<file path="config.mk">
export PLATFORM = sky130hd
export DESIGN_NAME = muldiv_sequencer_flat
export DESIGN_NICKNAME = d
export VERILOG_FILES = /design/src/rtl/muldiv_sequencer_if.sv /design/src/rtl/muldiv_sequencer.sv /design/src/flat_wrapper.sv
export SDC_FILE = /design/constraint.sdc
export NUM_CORES = 1
export LEC_CHECK = 0
export CAP_MARGIN = 20
export CORE_ASPECT_RATIO = 0.75
export CORE_UTILIZATION = 55
export DETAILED_ROUTE_END_ITERATION = 8
export GPL_TIMING_DRIVEN = 0
export PLACE_DENSITY = 0.79
export SYNTH_ARGS = -nofsm -noshare
export SYNTH_HDL_FRONTEND = slang
export SYNTH_SLANG_ARGS = --single-unit
</file>
<file path="constraint.sdc">
create_clock -name CLK -period 13.95 [get_ports CLK]
set_input_delay 3.4875 -clock CLK [delete_from_list [all_inputs] [get_ports CLK]]
set_output_delay 3.4875 -clock CLK [all_outputs]
set_load 0.005 [all_outputs]
</file>
<file path="src/rtl/muldiv_sequencer_if.sv">
// Request/response bundle between the EX stage and the RV32M multiply/divide sequencer.
interface muldiv_sequencer_if;
    logic        START;
    logic [2:0]  OP;
    logic [31:0] DATA1;
    logic [31:0] DATA2;
    logic        ABORT;
    logic [31:0] RESULT;
    logic        VALID;
    logic        STALL;

    modport master (
        output START, OP, DATA1, DATA2, ABORT,
        input  RESULT, VALID, STALL
    );

    modport slave (
        input  START, OP, DATA1, DATA2, ABORT,
        output RESULT, VALID, STALL
    );
endinterface

</file>
<file path="src/rtl/muldiv_sequencer.sv">
// Iterative RV32M multiply/divide sequencer: 32-step shift-add multiply and
// restoring divide on operand magnitudes, with the sign applied on the final step.
module muldiv_sequencer #(
    parameter int XLEN = 32
) (
    input  logic                CLK,
    input  logic                RESET,
    muldiv_sequencer_if.slave   bus
);

    typedef enum logic [1:0] {
        ST_IDLE = 2'd0,
        ST_MUL  = 2'd1,
        ST_DIV  = 2'd2,
        ST_DONE = 2'd3
    } state_e;

    state_e              state_q, state_d;
    logic [5:0]          cnt_q, cnt_d;
    logic [2:0]          op_q, op_d;
    logic [XLEN-1:0]     opa_q, opa_d;      // multiplicand (MUL) or divisor (DIV) magnitude
    logic [2*XLEN-1:0]   acc_q, acc_d;      // MUL: {high, multiplier}; DIV: {remainder, dividend/quotient}
    logic                neg_q, neg_d;      // product/quotient must be negated
    logic                rneg_q, rneg_d;    // remainder must be negated
    logic [XLEN-1:0]     result_q, result_d;

    logic                start_ok_s;
    logic                div_zero_s;
    logic                div_ovf_s;
    logic                fast_s;
    logic                signed1_s, signed2_s;
    logic                s1_s, s2_s;
    logic [XLEN-1:0]     mag1_s, mag2_s;
    logic [XLEN:0]       mul_sum_s;
    logic [2*XLEN-1:0]   mul_next_s;
    logic [XLEN:0]       div_shift_s;
    logic                div_ge_s;
    logic [XLEN-1:0]     div_rem_s;
    logic [2*XLEN-1:0]   div_next_s;
    logic [2*XLEN-1:0]   product_s;
    logic [XLEN-1:0]     quot_s, rem_s;
    logic [XLEN-1:0]     fin_result_s;
    logic [XLEN-1:0]     fast_result_s;

    // Decode of the incoming request: acceptance, special divide cases, operand signs.
    always_comb begin
        start_ok_s = (state_q == ST_IDLE) && bus.START && !bus.ABORT;
        div_zero_s = bus.OP[2] && (bus.DATA2 == 32'h0000_0000);
        div_ovf_s  = bus.OP[2] && !bus.OP[0] &&
                     (bus.DATA1 == 32'h8000_0000) && (bus.DATA2 == 32'hFFFF_FFFF);
        fast_s     = div_zero_s || div_ovf_s;
        // rs1 is signed for MUL, MULH, MULHSU, DIV, REM; rs2 also, except for MULHSU.
        signed1_s  = !((bus.OP == 3'b011) || (bus.OP[2] && bus.OP[0]));
        signed2_s  = signed1_s && (bus.OP != 3'b010);
        s1_s       = signed1_s && bus.DATA1[31];
        s2_s       = signed2_s && bus.DATA2[31];
        mag1_s     = s1_s ? (~bus.DATA1 + 32'd1) : bus.DATA1;
        mag2_s     = s2_s ? (~bus.DATA2 + 32'd1) : bus.DATA2;
        if (bus.OP[1]) begin
            fast_result_s = div_zero_s ? bus.DATA1 : 32'h0000_0000;
        end else begin
            fast_result_s = div_zero_s ? 32'hFFFF_FFFF : 32'h8000_0000;
        end
    end

    // One iteration of each algorithm plus sign fix and result select for the last step.
    always_comb begin
        mul_sum_s   = {1'b0, acc_q[63:32]} + (acc_q[0] ? {1'b0, opa_q} : 33'd0);
        mul_next_s  = {mul_sum_s, acc_q[31:1]};
        div_shift_s = {acc_q[63:32], acc_q[31]};
        div_ge_s    = (div_shift_s >= {1'b0, opa_q});
        div_rem_s   = div_ge_s ? (div_shift_s[31:0] - opa_q) : div_shift_s[31:0];
        div_next_s  = {div_rem_s, acc_q[30:0], div_ge_s};
        product_s   = neg_q  ? (~mul_next_s + 64'd1) : mul_next_s;
        quot_s      = neg_q  ? (~div_next_s[31:0] + 32'd1) : div_next_s[31:0];
        rem_s       = rneg_q ? (~div_next_s[63:32] + 32'd1) : div_next_s[63:32];
        if (state_q == ST_MUL) begin
            fin_result_s = (op_q == 3'b000) ? product_s[31:0] : product_s[63:32];
        end else begin
            fin_result_s = op_q[1] ? rem_s : quot_s;
        end
    end

    // Next-state logic of the sequencing FSM.
    always_comb begin
        state_d = state_q;
        case (state_q)
            ST_IDLE: begin
                if (start_ok_s) begin
                    if (!bus.OP[2]) begin
                        state_d = ST_MUL;
                    end else if (fast_s) begin
                        state_d = ST_DONE;
                    end else begin
                        state_d = ST_DIV;
                    end
                end else begin
                    state_d = ST_IDLE;
                end
            end
            ST_MUL, ST_DIV: begin
                if (bus.ABORT) begin
                    state_d = ST_IDLE;
                end else if (cnt_q == 6'd31) begin
                    state_d = ST_DONE;
                end else begin
                    state_d = state_q;
                end
            end
            ST_DONE: state_d = ST_IDLE;
            default: state_d = ST_IDLE;
        endcase
    end

    // Datapath next values: operand latch, per-step update and result capture.
    always_comb begin
        cnt_d    = cnt_q;
        op_d     = op_q;
        opa_d    = opa_q;
        acc_d    = acc_q;
        neg_d    = neg_q;
        rneg_d   = rneg_q;
        result_d = result_q;
        case (state_q)
            ST_IDLE: begin
                if (start_ok_s) begin
                    op_d   = bus.OP;
                    cnt_d  = 6'd0;
                    neg_d  = s1_s ^ s2_s;
                    rneg_d = s1_s;
                    if (!bus.OP[2]) begin
                        opa_d = mag1_s;
                        acc_d = {32'd0, mag2_s};
                    end else begin
                        opa_d = mag2_s;
                        acc_d = {32'd0, mag1_s};
                    end
                    if (bus.OP[2] && fast_s) begin
                        result_d = fast_result_s;
                    end else begin
                        result_d = result_q;
                    end
                end else begin
                    cnt_d = cnt_q;
                end
            end
            ST_MUL, ST_DIV: begin
                if (bus.ABORT) begin
                    cnt_d = 6'd0;
                end else begin
                    acc_d = (state_q == ST_MUL) ? mul_next_s : div_next_s;
                    if (cnt_q == 6'd31) begin
                        cnt_d    = 6'd0;
                        result_d = fin_result_s;
                    end else begin
                        cnt_d = cnt_q + 6'd1;
                    end
                end
            end
            ST_DONE: cnt_d = 6'd0;
            default: cnt_d = 6'd0;
        endcase
    end

    // State register with synchronous active-low reset.
    always_ff @(posedge CLK) begin
        if (!RESET) begin
            state_q <= ST_IDLE;
        end else begin
            state_q <= state_d;
        end
    end

    // Datapath registers with synchronous active-low reset.
    always_ff @(posedge CLK) begin
        if (!RESET) begin
            cnt_q    <= 6'd0;
            op_q     <= 3'd0;
            opa_q    <= 32'd0;
            acc_q    <= 64'd0;
            neg_q    <= 1'b0;
            rneg_q   <= 1'b0;
            result_q <= 32'd0;
        end else begin
            cnt_q    <= cnt_d;
            op_q     <= op_d;
            opa_q    <= opa_d;
            acc_q    <= acc_d;
            neg_q    <= neg_d;
            rneg_q   <= rneg_d;
            result_q <= result_d;
        end
    end

    // Outputs: VALID marks the DONE cycle, STALL holds the pipeline until then.
    always_comb begin
        bus.RESULT = result_q;
        bus.VALID  = (state_q == ST_DONE);
        bus.STALL  = start_ok_s || (state_q == ST_MUL) || (state_q == ST_DIV);
    end

endmodule

</file>
<file path="src/flat_wrapper.sv">
// flat-port wrapper written by rule: the top's interface ports become plain ports
module muldiv_sequencer_flat 
#(
    parameter int XLEN = 32
)
  (CLK, RESET, bus_START, bus_OP, bus_DATA1, bus_DATA2, bus_ABORT, bus_RESULT, bus_VALID, bus_STALL);
  muldiv_sequencer_if bus_i ();
  input  logic CLK;
  input  logic RESET;
  input wire logic [$bits(bus_i.START)-1:0] bus_START;
  input wire logic [$bits(bus_i.OP)-1:0] bus_OP;
  input wire logic [$bits(bus_i.DATA1)-1:0] bus_DATA1;
  input wire logic [$bits(bus_i.DATA2)-1:0] bus_DATA2;
  input wire logic [$bits(bus_i.ABORT)-1:0] bus_ABORT;
  output wire logic [$bits(bus_i.RESULT)-1:0] bus_RESULT;
  output wire logic [$bits(bus_i.VALID)-1:0] bus_VALID;
  output wire logic [$bits(bus_i.STALL)-1:0] bus_STALL;
  assign bus_i.START = bus_START;
  assign bus_i.OP = bus_OP;
  assign bus_i.DATA1 = bus_DATA1;
  assign bus_i.DATA2 = bus_DATA2;
  assign bus_i.ABORT = bus_ABORT;
  assign bus_RESULT = bus_i.RESULT;
  assign bus_VALID = bus_i.VALID;
  assign bus_STALL = bus_i.STALL;
  muldiv_sequencer #(.XLEN(XLEN)) u_core (.CLK(CLK), .RESET(RESET), .bus(bus_i));
endmodule
</file>
=== After elaboration in Yosys (flattened, before gate mapping) ===
Cells that the tools add are included.

* Bits in registers: 141
* Bits of input ports: 71
* Output and inout bits: 34

* Reduce and logical (&&, ||, !) cells: 26
* Bitwise logic cells: 6
* $lt $le $gt $ge: 1
* Muxes and demuxes: 34
* Equality and inequality tests: 13
* Add/subtract/negate cells: 8

{| class="wikitable"
|+ Operators with widths
! kind !! number
|-
| 32-bit 2-to-1 mux || 17
|-
| 64-bit 2-to-1 mux || 4
|-
| 32-bit by 1-bit adder with 32-bit output (second input constant) || 4
|-
| 32-bit NOT || 4
|-
| 64-bit case mux with 2 select lines || 1
|-
| 64-bit by 1-bit adder with 64-bit output (second input constant) || 1
|-
| 32-bit equality test (second input constant) || 2
|-
| 64-bit NOT || 1
|-
| 32-bit case mux with 2 select lines || 1
|-
| 32-bit by 33-bit adder with 33-bit output || 1
|-
| 33-bit by 32-bit greater-or-equal comparator with 1-bit output || 1
|-
| 32-bit logical NOT || 1
|-
| 32-bit subtractor || 1
|-
| 31-bit 2-to-1 mux || 1
|-
| 6-bit 2-to-1 mux || 3
|-
| 6-bit case mux with 3 select lines || 1
|-
| 1-bit logical AND || 11
|-
| 2-bit 2-to-1 mux || 4
|-
| 6-bit by 1-bit adder with 6-bit output (second input constant) || 1
|-
| 6-bit by 5-bit equality test with 1-bit output (second input constant) || 1
|-
| 3-bit by 2-bit inequality test with 1-bit output (second input constant) || 2
|-
| 2-bit case mux with 3 select lines || 1
|-
| 5-bit AND reduction || 1
|-
| 2-bit equality test (second input constant) || 2
|-
| other kinds (14) || 21
|}

=== Logic depth before layout (Yosys ltp) ===
* Depth after elaboration: 10
* Gate-level depth with buffers: 26
* Mapped depth without buffers: 21

=== Worst setup path before layout ===
Ideal clock, no wire load.

* Path kind: input -> output
* Start point: in bus_START
* End point: out bus_STALL
* Buffers on the path: 1
* Data required time: 10.462 ns
* Stages: 4
* Arrival time: 4.102 ns
* Path slack: 6.360 ns
* Cells stage by stage: nand2_1 > nor2_1 > clkbuf_1 > or3_1

* Longest elaborated chain between the ends: 4

{| class="wikitable"
|+ RTL lines
! element !! line !! text
|-
| from (decl) || flat_wrapper.sv:10 || <nowiki>input wire logic [$bits(bus_i.START)-1:0] bus_START;</nowiki>
|-
| 1-bit logical AND (2 in series) || muldiv_sequencer.sv:47 || <nowiki>start_ok_s = (state_q == ST_IDLE) && bus.START && !bus.ABORT;</nowiki>
|-
| 1-bit logical OR (2 in series) || muldiv_sequencer.sv:199 || <nowiki>bus.STALL = start_ok_s || (state_q == ST_MUL) || (state_q == ST_DIV);</nowiki>
|-
| to (decl) || flat_wrapper.sv:17 || <nowiki>output wire logic [$bits(bus_i.STALL)-1:0] bus_STALL;</nowiki>
|}

No other way between the ends.

=== Final worst setup path ===
Same ends and word-level chain as after synthesis.

==> impl_metrics.toml <==
[outcome]
status = "completed"

[floorplanning]
die_y_um = 157
io_pins = 105
dieArea_um2 = 33000
die_w_um = 209
initial_core_util_pct = 56.3
row_count = 56
core_um2 = 31500

[timing]
relSlewSlack_pct = 21.2
slew_viol_final = 0
finalCritPeriodShare_pct = 64.6
tightestPinTransition_ps = 1180
rsz0062_at_grt = "no"
fin_setup_tns_ps = 0
fin_hold_ws_ps = 451
fmax_ghz = 0.111
setup_viol = 0
fin_crit_ps = 9020
setup_slack_ps = 4930
finClkSkew_ps = 12.7
hold_viol_final = 0

[drt]
drt_first_pass_iters = 7
via_count = 23100
drc = 0
via_per_inst = 7.34
route.antenna.remaining_nets = 0
avgRoutedWirePerCell_um = 27.4
initialDrtViolationCount = 4480
wirelength_mm = 86.3

[critical_path]
r2r_slack_ps = 5130
critical_path_class = "primary input to output pin"
cp-end-kind = "output pin"
reg2reg_to = "u_core.bus.RESULT[28]"
crit_top_cell = "clkdlybuf4s50_1"
max_stage_delay_ps = 570
endpoint = "bus_STALL"
worstPathArrival_ps = 5530
path_max_fanout = 10
slowest_stage = "clkbuf_1"
critPathLaunchType = "primary input"
r2r-start = "u_core.acc_q[31]"
ff2ff_path_depth = 24
worstPathRequired_ps = 10460
cp-startpoint = "bus_START"
crit_path_cell_trace = "clkdlybuf4s50_1 -> nand2_1 -> nor2_1 -> clkbuf_1 -> or3_1 -> clkdlybuf4s50_1"

[logic_synthesis]
synth_top_area_share_pct = 15.9
yosys_warnings = 0
synth_cells = 2600
synth_area_leaders = "dfxtp_1 16%, nand2_1 6.6%, o21ai_0 6.1%, nor2_1 6.1%, ha_1 5.3%"
synth_ff_type = "dfxtp_1"
synth.distinct_cells = 101
synth_nets = 2748
synth_edf_count = 0
yosysTopAreaCell = "dfxtp_1"
yosysSeqAreaShare_pct = 15.9
synth_area_um2 = 17700
syn_area_per_cell_um2 = 6.82
synth_seq_cells = 141
synthArstFlopShare_pct = 0

[cells_and_area]
layout_commonest_cell = "nand2_1"
utilization_pct = 63.3
final_cells = 3145
final_cell_mix = "314 x nand2_1, 286 x nor2_1, 217 x o21ai_0"
drive_gt1_share_pct = 4.53
final_area_um2 = 19900
area_growth_pct = 12.4
final_nets = 2874

[clock_network]
insertion_delay_ps = 460
ctsResizeCount = 0
htreeDepth = 4
cts_setup_buffers = 0
hold_buffers = 0
cts_buffers = 17
cts_tree = "yes"
cts.clk_slew.worst_paths_ps = 60
clock_sinks = 141
clock_path_buffers = 2
cts_root_buf = "clkbuf_16"

[power]
finalPower_mw = 2.13
cellPowerDensity_nw_per_um2 = 107
pwr-share-comb_pct = 54.3
seqPwrFrac_pct = 21.6
ir_worst_vdd_mv = 0.0992
p_leak_nw = 7.27
power_switching_mw = 1.03
p_int_mw = 1.10
swShare_pct = 48.4
p_clk_share_pct = 24.1

[placement]
placed_area_um2 = 19300
place_ws_ps = 5090
routabilityCongestion = 1.10
hpwl_mm = 69.3
dp_cells = 3112
portBuffers = 103

[global_route]
overflow = 0
grt_max_degree = 17
grt_pass1_wl_mm = 125
antenna_found_initial = 0
grt_util_all_layers_pct = 50.7
grt_pass1_vias = 20300

[worst_hold_path]
hold_path_class = "register to register"

[run]
drv_cap = 0
[layout make-up]
type / instances / area (µm²)
Multi-Input combinational cell: 2179 / 13700
Fill cell: 2945 / 11500
Sequential cell: 141 / 2820
Timing Repair Buffer: 107 / 1060
Buffer: 193 / 827
Tap cell: 406 / 508
Clock buffer: 21 / 460
Inverter: 87 / 327
Clock inverter: 10 / 164
Antenna cell: 1 / 2.50
[metal layers]
layer	global-route usage, %	routed length [µm]
met2	67.5	32100
met3	17.5	15300
met1	70.9	33900
met5	0	0
met4	25.7	5010
[worst min path at each step]
stage                           startpoint                to  cells past startpoint
final                     u_core.opa_q[29]  u_core.opa_q[29]                      2
after detailed placement  u_core.opa_q[29]  u_core.opa_q[29]                      2
after CTS                 u_core.opa_q[29]  u_core.opa_q[29]                      2
after floorplan           u_core.opa_q[13]  u_core.opa_q[13]                      2
after global placement     u_core.opa_q[9]   u_core.opa_q[9]                      2
after global routing      u_core.opa_q[29]  u_core.opa_q[29]                      2
[power groups by stage]
stage / registers, mW / logic, mW / clock network, mW
CTS: 0.459 / 1.08 / 0.503
detailed placement: 0.467 / 1.07 / 0
global placement: 0.467 / 1.05 / 0
global route: 0.461 / 1.20 / 0.520
finish: 0.461 / 1.16 / 0.513
floorplan: 0.453 / 0.716 / 0
[synth_stat cells (74+ instances only)]
| cell | instances |
|---|---|
| xnor2_1 | 107 |
| nor3_1 | 80 |
| inv_1 | 84 |
| o21ai_0 | 217 |
| ha_1 | 75 |
| a211oi_1 | 94 |
| xor2_1 | 74 |
| a21oi_1 | 171 |
| nand2_1 | 314 |
| nor2_1 | 286 |
| clkbuf_1 | 162 |
| dfxtp_1 | 141 |
[cell families (layout without fill, tap and decap cells)]
kind of cell	after synthesis	count (layout)	synth area share, %
AO/OA/AOI/OAI	868	868	32.5
adder cells (fa/ha/maj)	77	77	5.52
buffers and inverters	280	418	6.51
flip-flops	141	141	15.9
AND/OR/NAND/NOR	983	983	26.5
other	0	1	0
multiplexers	70	70	4.16
XOR/XNOR	181	181	8.94
[worst max-delay path: cells and delay by family]
family	cells	cell delay [ps]
simple gates	3	470
buf+inv	3	1560
[state kept, by name, indices dropped and copies added (netlist names)]
name               cells
u_core.bus.RESULT     32
u_core.opa_q          32
u_core.acc_q          64
u_core.op_q            3
u_core.neg_q           1
u_core.rneg_q          1
u_core.cnt_q           6
u_core.state_q         2
Note: power is estimated with default switching activity, not from simulation.
